$ cat config.mk
export PLATFORM = sky130hd
export DESIGN_NAME = pipe_mem_ctrl
export DESIGN_NICKNAME = d
export VERILOG_FILES = /design/src/rtl/pipe_mem_ctrl.sv
export SDC_FILE = /design/constraint.sdc
export NUM_CORES = 1
export LEC_CHECK = 0
export ABC_AREA = 1
export BUFFER_PORTS_ARGS = -buffer_cell sky130_fd_sc_hd__buf_4
export CORE_ASPECT_RATIO = 0.5
export CORE_MARGIN = 8
export CORE_UTILIZATION = 30
export CTS_CLUSTER_SIZE = 14
export DETAILED_ROUTE_END_ITERATION = 10
export GPL_ROUTABILITY_DRIVEN = 0
export PLACE_DENSITY_LB_ADDON = 0.3
export SLEW_MARGIN = 25
export SYNTH_ARGS = -nofsm -noshare
export SYNTH_HDL_FRONTEND = slang
export SYNTH_SLANG_ARGS = --single-unit
$ cat constraint.sdc
create_clock -name clk -period 1.8 [get_ports clk]
set_clock_uncertainty 0.2 [all_clocks]
set_input_delay 0.36 -clock clk [delete_from_list [all_inputs] [get_ports clk]]
set_output_delay 0.36 -clock clk [all_outputs]
set_load 0.02 [all_outputs]
$ cat src/rtl/pipe_mem_ctrl.sv
// Five-stage pipeline sequencer: merges stage stall requests into the stall
// vector and arbitrates the single memory bus between IF and MEM with read buffers.
module pipe_mem_ctrl #(
  parameter int TIMEOUT = 255,
  parameter int CNT_W   = 8
) (
  input  logic        clk,
  input  logic        rst,
  input  logic        stallreq_from_id,
  input  logic        stallreq_from_ex,
  input  logic        if_req,
  input  logic [31:0] if_addr,
  output logic [31:0] if_rdata,
  input  logic        mem_req,
  input  logic        mem_we,
  input  logic [3:0]  mem_sel,
  input  logic [31:0] mem_addr,
  input  logic [31:0] mem_wdata,
  output logic [31:0] mem_rdata,
  output logic        bus_req,
  output logic        bus_we,
  output logic [3:0]  bus_sel,
  output logic [31:0] bus_addr,
  output logic [31:0] bus_wdata,
  input  logic [31:0] bus_rdata,
  input  logic        bus_ack,
  output logic [5:0]  stall,
  output logic        bus_err
);

  // Bus handshake: bus_req rises with stable we/sel/addr/wdata and holds them
  // until the cycle bus_ack is sampled high (or the timeout expires); bus_req
  // then drops for at least one cycle. bus_ack outside a busy state is ignored.

  typedef enum logic [1:0] {
    IDLE     = 2'd0,
    IF_BUSY  = 2'd1,
    MEM_BUSY = 2'd2
  } state_t;

  localparam logic [CNT_W-1:0] CNT_LAST = CNT_W'(TIMEOUT - 1);

  state_t           state;
  logic             if_buf_valid;
  logic             mem_buf_valid;
  logic [CNT_W-1:0] cnt;
  logic             mem_wait;
  logic             if_wait;

  assign mem_wait = mem_req & ~mem_buf_valid;
  assign if_wait  = if_req & ~if_buf_valid;

  always_comb begin
    stall = 6'b000000;
    if (rst)                                stall = 6'b000000;
    else if (mem_wait)                      stall = 6'b011111;
    else if (stallreq_from_ex)              stall = 6'b001111;
    else if (stallreq_from_id || if_wait)   stall = 6'b000111;
  end

  always_ff @(posedge clk) begin
    if (rst) begin
      state         <= IDLE;
      if_buf_valid  <= 1'b0;
      mem_buf_valid <= 1'b0;
      cnt           <= '0;
      bus_req       <= 1'b0;
      bus_we        <= 1'b0;
      bus_sel       <= 4'b0000;
      bus_addr      <= 32'd0;
      bus_wdata     <= 32'd0;
      if_rdata      <= 32'd0;
      mem_rdata     <= 32'd0;
      bus_err       <= 1'b0;
    end else begin
      bus_err <= 1'b0;
      // Buffers release when their stage advances; a same-cycle set below wins.
      if (!stall[1]) if_buf_valid  <= 1'b0;
      if (!stall[4]) mem_buf_valid <= 1'b0;

      case (state)
        IDLE: begin
          if (mem_wait) begin
            bus_req   <= 1'b1;
            bus_we    <= mem_we;
            bus_sel   <= mem_sel;
            bus_addr  <= mem_addr;
            bus_wdata <= mem_wdata;
            cnt       <= '0;
            state     <= MEM_BUSY;
          end else if (if_wait) begin
            bus_req   <= 1'b1;
            bus_we    <= 1'b0;
            bus_sel   <= 4'b1111;
            bus_addr  <= if_addr;
            bus_wdata <= 32'd0;
            cnt       <= '0;
            state     <= IF_BUSY;
          end
        end

        IF_BUSY, MEM_BUSY: begin
          cnt <= cnt + CNT_W'(1);
          if (bus_ack) begin
            bus_req <= 1'b0;
            state   <= IDLE;
            // A requester that dropped its req was flushed; its data is discarded.
            if (state == IF_BUSY) begin
              if (if_req) begin
                if_rdata     <= bus_rdata;
                if_buf_valid <= 1'b1;
              end
            end else if (mem_req) begin
              if (!bus_we) mem_rdata <= bus_rdata;
              mem_buf_valid <= 1'b1;
            end
          end else if (cnt == CNT_LAST) begin
            bus_req <= 1'b0;
            bus_err <= 1'b1;
            state   <= IDLE;
            if (state == IF_BUSY) begin
              if_rdata     <= 32'd0;
              if_buf_valid <= 1'b1;
            end else begin
              mem_rdata     <= 32'd0;
              mem_buf_valid <= 1'b1;
            end
          end
        end

        default: state <= IDLE;
      endcase
    end
  end

endmodule

==> flow_metrics.py, run 1 <==
metrics = {
    "status": {
        "outcome": "finished, violations left",
        "violations": "negative setup slack",
    },
    "clock_network": {
        "path_clk_slew_ns": 0.06,
        "cts-root-buf": "clkbuf_16",
        "clock_path_buffers": 2,
        "cts.sinks": 147,
        "cts_tree": "built",
        "cts_made_buffers": 17,
        "ctsHtreeMaxLevel": 4,
        "clk_latency_ns": 0.42,
    },
    "synthesis": {
        "synth_top_family_by_area": "simple AND/OR/NAND/NOR gates",
        "postSynthAreaPerCell_um2": 6.88,
        "seq_area_frac_synth_pct": 46.0,
        "synthXorXnorAreaFrac_pct": 0.137,
        "synthMuxAreaShare_pct": 0,
        "synthAdderAreaFrac_pct": 0.977,
        "ys_ff_latch": 147,
        "synth_cells": 931,
        "yosysWarnings": 0,
        "synth_nets": 1076,
        "synthSimpleGateAreaFrac_pct": 31.1,
        "synthesis.area_mm2": 0.00640,
        "synth_compound_area_share_pct": 12.4,
        "synthDistinctLibCells": 26,
    },
    "die": {
        "io_pins": 281,
        "die-area_mm2": 0.0266,
        "die_w_um": 223,
        "num_rows": 37,
        "dieHeight_um": 119,
        "core-area_mm2": 0.0207,
        "initial_utilization_pct": 30.9,
    },
    "detailed_routing": {
        "ant_nets": 0,
        "wirelength_mm": 24.2,
        "firstDrtPassIters": 4,
        "vias": 7173,
        "wl_per_cell_um": 15.7,
        "viasPerCell": 4.64,
        "drcViolationCount": 0,
        "drtIter0Drc": 545,
    },
    "layout": {
        "multiInputGateArea_mm2": 0.00323,
        "n_antenna_cell": 0,
        "final_cell_mix": "301 x buf_4, 217 x nand2_1, 141 x dfxtp_1, 138 x a21oi_1, 132 x nor2_1",
        "area_growth_pct": 66.8,
        "fin_nets": 1404,
        "final_common_cell": "buf_4",
        "seq_area_mm2": 0.00295,
        "stdcell_count": 1545,
        "nFillCells": 2011,
        "fin_area_mm2": 0.0107,
        "fin_util_pct": 51.5,
        "final_layout_size_suffix_gt1_share_pct": 36.3,
    },
    "worst_setup_path": {
        "slowest_stage": "dfxtp_2",
        "r2r_slack_ns": -0.09,
        "crit_top_cell": "nand2_4",
        "endpoint_kind": "primary output",
        "cp_data_arrival_time_ns": 1.36,
        "critPathLaunchType": "flip-flop",
        "critical_path.cell_chain": "inv_2, nand2_4, nand2_4, nor2_4, a21oi_4, buf_6",
        "crit_type": "reg -> out",
        "critPathMaxStageDelay_ns": 0.31,
        "required_ns": 1.24,
        "path_buf_inv": 2,
        "worst-path-max-fanout": 4,
        "crit_family": "flip-flops",
    },
    "sta": {
        "final-setup-viol-count": 36,
        "hold_viol": 0,
        "grt_setup_unrepaired": "yes",
        "min_period_ns": 1.92,
        "finalCritPeriodShare_pct": 107,
        "setup_slack_ns": -0.123,
        "timing.final.max_slew_violations": 0,
        "max_freq_mhz": 520,
    },
    "placed_design": {
        "dp_cells": 1444,
        "dp_slack_ns": -0.0642,
        "placed_area_mm2": 0.00884,
        "portBuffers": 279,
        "dp_hpwl_mm": 15.9,
    },
    "min_path": {
        "min_path_type": "in -> reg",
    },
    "power": {
        "ir_drop_v": 0.000687,
        "p_total_uw": 10100,
        "leakage_uw": 0.00510,
        "power_density_mw_per_mm2": 948,
    },
    "global_route": {
        "grt_pass1_wl_mm": 35.7,
        "grt_overflow_total": 0,
        "grt_use_total_pct": 16.2,
        "grt_max_degree": 70,
        "grt_pass1_vias": 6967,
        "antenna_found_initial": 0,
    },
    "run": {
        "cap_violations": 0,
    },
}
-- synthesized netlist by cell type --
cell type    n  area, um^2
clkinv_1     2        7.51
nand3_1     83         415
inv_2        2        7.51
nand2_4      2        22.5
clkbuf_1    31         116
nand2_2      3        18.8
nor2_1     142         533
inv_1       60         225
nand2_1    253         950
a21oi_1    148         741
o21bai_1     1        7.51
buf_4        8        60.1
dfxtp_1    147        2940
ha_1         5        62.6
buf_2       14        70.1
o21ai_0      5        25.0
buf_1        6        22.5
nand3_2      1        10.0
conb_1       1        3.75
nor2_4       1        11.3
o31ai_1      1        7.51
nor3b_1      1        7.51
a211oi_2     1        12.5
xor2_1       1        8.76
nand4_1      4        25.0
buf_6        8        90.1
-- registers in the layout, summed over array words and instances, names as in the netlist --
signal,flops
bus_addr,32
bus_wdata,32
if_rdata,32
mem_rdata,32
cnt,8
bus_sel,4
state,2
bus_err,1
bus_req,1
bus_we,1
if_buf_valid,1
mem_buf_valid,1
-- area by class of cell --
class | instances | share of cell area [%]
clock inverter | 10 | 1.43
timing repair buffer | 375 | 30.7
multi-input combinational | 654 | 30.3
sequential | 147 | 27.7
tap | 273 | 3.20
inverter | 64 | 2.27
clock buffer | 22 | 4.53
-- logic make-up (layout without fill, tap and decap cells) --
kind of cell,after synthesis,count (layout)
and+or+nand+nor,490,491
AOI/OAI and AO/OA,156,156
DFF,147,147
buffers and inverters,131,471
adders and majority gates,5,5
other,1,1
xor gates and xnor gates,1,1
-- stage by stage --
stage	TNS, ns	hold WS (ns)
floorplan	0	0.219
global placement	-0.00277	0.232
detailed placement	-0.553	0.249
CTS	-0.779	0.0229
global route	-5.06	0.0605
finish	-2.19	0.0609
-- timing repair --
item | CTS | global route
setup endpoints to repair | 28 | 110
cloned | 0 | 14
hold buffers | 37 | 0
pin swaps | 3 | 21
hold endpoints to repair | 37 | 0
gates resized for setup | 16 | 103
buffers inserted | 4 | 14
-- worst reg2reg max path: stages (launching register included) --
cell       delay (ns)
dfxtp_2          0.36
inv_2            0.05
ha_4             0.27
inv_4            0.04
a211oi_4         0.32
buf_6            0.18
nand2_8          0.06
clkbuf_16        0.16
nor2_1           0.10
nor2_1           0.05
-- worst paths after layout --
path | start | end | cells after the start
max | mem_buf_valid$_SDFF_PP0_ | stall[2] | 6
min | rst | bus_req$_SDFFE_PP0P_ | 2
max reg2reg | state[0]$_SDFFE_PP0P_ | mem_rdata[20]$_SDFFE_PP0P_ | 9
min reg2reg | if_buf_valid$_SDFF_PP0_ | if_buf_valid$_SDFF_PP0_ | 2
-- power breakdown --
| group | switching, uW | internal, uW | total, uW | leakage, uW |
|---|---|---|---|---|
| clock | 1380 | 2460 | 3830 | 0.000316 |
| combinational | 1450 | 1200 | 2650 | 0.00358 |
| sequential | 144 | 3500 | 3640 | 0.00120 |
-- per-layer routing --
| layer | vias up | global-route usage, % | part of all wire [%] |
|---|---|---|---|
| li1 | 3609 | - | - |
| met1 | 3380 | 17.9 | 41 |
| met2 | 153 | 30.4 | 53 |
| met3 | 31 | 3.92 | 4.0 |
| met4 | 0 | 5.44 | 1.7 |
| met5 | - | 0 | 0 |
Note: power is estimated with default switching activity, not from simulation.
==> inputs of run 2 (changes only) <==
Settings changed: RECOVER_POWER set to 25.
==> run 2 against run 1 <==
Against the previous run: critical path type unchanged; sequential share of layout area up 0.56 points; final area down 2.0%; cell count is the same; the flow still finishes with violations (negative setup slack); utilization down 1.0 points; highest routed layer unchanged; critical endpoint unchanged; routed wire length hardly changed.
==> flow_metrics.py, run 2 (synthesis results as in run 1) <==
metrics = {
    "global_route": {
        "grt_pass1_wl_mm": 35.7,
        "grtUsageMet2_pct": 30.4,
        "grt_use_met1_pct": 17.9,
        "antenna_found_initial": 0,
        "grt_overflow_total": 0,
        "grt-busiest-layer": "met2",
        "grt_pass1_vias": 6967,
        "grt_use_total_pct": 16.2,
        "grt_max_degree": 70,
        "grt_use_met3_pct": 3.92,
    },
    "sta": {
        "timing.final.max_slew_violations": 0,
        "setup_slack_ns": -0.123,
        "max_freq_mhz": 520,
        "hold_ws_ns": 0.0583,
        "fin_tns_setup_ns": -2.23,
        "min_period_ns": 1.92,
        "grt_setup_unrepaired": "yes",
        "finalCritPeriodShare_pct": 107,
        "final-setup-viol-count": 36,
        "hold_viol": 0,
    },
    "placed_design": {
        "dp_hpwl_mm": 15.9,
        "dp_cells": 1444,
        "portBuffers": 279,
        "placed_area_mm2": 0.00884,
    },
    "worst_setup_path": {
        "endpoint_kind": "primary output",
        "worst-path-max-fanout": 4,
        "r2r_cells": 9,
        "critPathLaunchType": "flip-flop",
        "crit_type": "reg -> out",
        "required_ns": 1.24,
        "cp_data_arrival_time_ns": 1.36,
    },
    "layout": {
        "fin_area_mm2": 0.0105,
        "stdcell_count": 1545,
        "final_common_cell": "buf_4",
        "area_growth_pct": 63.5,
        "seq_area_mm2": 0.00295,
        "final_cell_mix": "245 x buf_4, 217 x nand2_1, 141 x dfxtp_1, 138 x a21oi_1, 132 x nor2_1",
        "fin_nets": 1404,
        "nFillCells": 2061,
        "final_layout_size_suffix_gt1_share_pct": 31.9,
        "multiInputGateArea_mm2": 0.00323,
        "n_antenna_cell": 0,
    },
    "die": {
        "core-area_mm2": 0.0207,
        "die-area_mm2": 0.0266,
        "initial_utilization_pct": 30.9,
        "io_pins": 281,
        "die_w_um": 223,
        "num_rows": 37,
        "dieHeight_um": 119,
    },
    "detailed_routing": {
        "wirelength_mm": 24.2,
        "viasPerCell": 4.66,
        "drtIter0Drc": 522,
        "firstDrtPassIters": 5,
        "vias": 7192,
        "ant_nets": 0,
        "drcViolationCount": 0,
        "wl_per_cell_um": 15.7,
    },
    "clock_network": {
        "cts-root-buf": "clkbuf_16",
        "clk_latency_ns": 0.43,
        "ctsHtreeMaxLevel": 4,
        "cts_made_buffers": 17,
        "cts.sinks": 147,
        "clock_path_buffers": 2,
        "cts_tree": "built",
        "path_clk_slew_ns": 0.06,
    },
    "power": {
        "leakage_uw": 0.00486,
        "switching_power_uw": 2970,
        "seq_power_share_pct": 36.2,
        "clockPowerShare_pct": 38.2,
        "intPower_uw": 7090,
        "ir_drop_v": 0.000687,
        "combinationalPowerShare_pct": 25.6,
        "p_total_uw": 10100,
        "power_density_mw_per_mm2": 961,
        "p_sw_share_pct": 29.5,
    },
    "min_path": {
        "hold_depth": 2,
        "min_path_type": "in -> reg",
    },
    "status": {
        "violations": "negative setup slack",
        "outcome": "finished, violations left",
    },
    "run": {
        "cap_violations": 0,
    },
}
run 2: timing repair:
item,CTS,global route
buffers inserted,4,14
gates cloned,0,14
hold buffers,37,0
resized for setup,16,103
endpoints found under the hold margin,37,0
pin swaps,3,21
setup endpoints to repair,28,110
run 2: metrics by stage:
step | worst slack (ns) | utilization (%)
floorplan | 0.0192 | -
global placement | -0.00134 | 42.6
detailed placement | -0.0642 | 42.6
CTS | -0.183 | 47.9
global route | -0.187 | 50.5
finish | -0.123 | 50.5
run 2: path summary, 6_finish.rpt:
check,slack [ns],end,startpoint
setup / recovery,-0.12,stall[2],mem_buf_valid$_SDFF_PP0_
hold / removal,0.06,bus_req$_SDFFE_PP0P_,rst
setup reg to reg,-0.10,mem_rdata[27]$_SDFFE_PP0P_,state[0]$_SDFFE_PP0P_
hold reg to reg,0.25,if_buf_valid$_SDFF_PP0_,if_buf_valid$_SDFF_PP0_
run 2: area by class of cell:
type	instances	share of cell area, %
Multi-Input combinational cell	654	30.9
Timing Repair Buffer	375	29.3
Sequential cell	147	28.2
Clock buffer	22	4.63
Tap cell	273	3.26
Inverter	64	2.32
Clock inverter	10	1.46
run 2: power by group through the flow:
stage | registers [uW] | clock network [uW] | logic, uW
after detailed placement | 3700 | 0 | 2170
final | 3640 | 3840 | 2580
after global routing | 3670 | 4080 | 2790
after CTS | 3640 | 3930 | 2280
after global placement | 3690 | 0 | 2150
after floorplan | 3960 | 0 | 939
run 2: per-layer routing:
layer  share of wire [%]  up-vias  wire, um
li1                    -     3611         -
met1                  41     3385     10000
met4                 1.8        0       425
met3                 4.0       30       973
met2                  53      166     12800
met5                   0        -         0
run 2: critical path, stage by stage, from the launching register on:
cell     delay, ns
dfxtp_2       0.31
inv_2         0.08
nand2_4       0.08
nand2_4       0.08
nor2_4        0.04
a21oi_4       0.19
buf_6         0.15
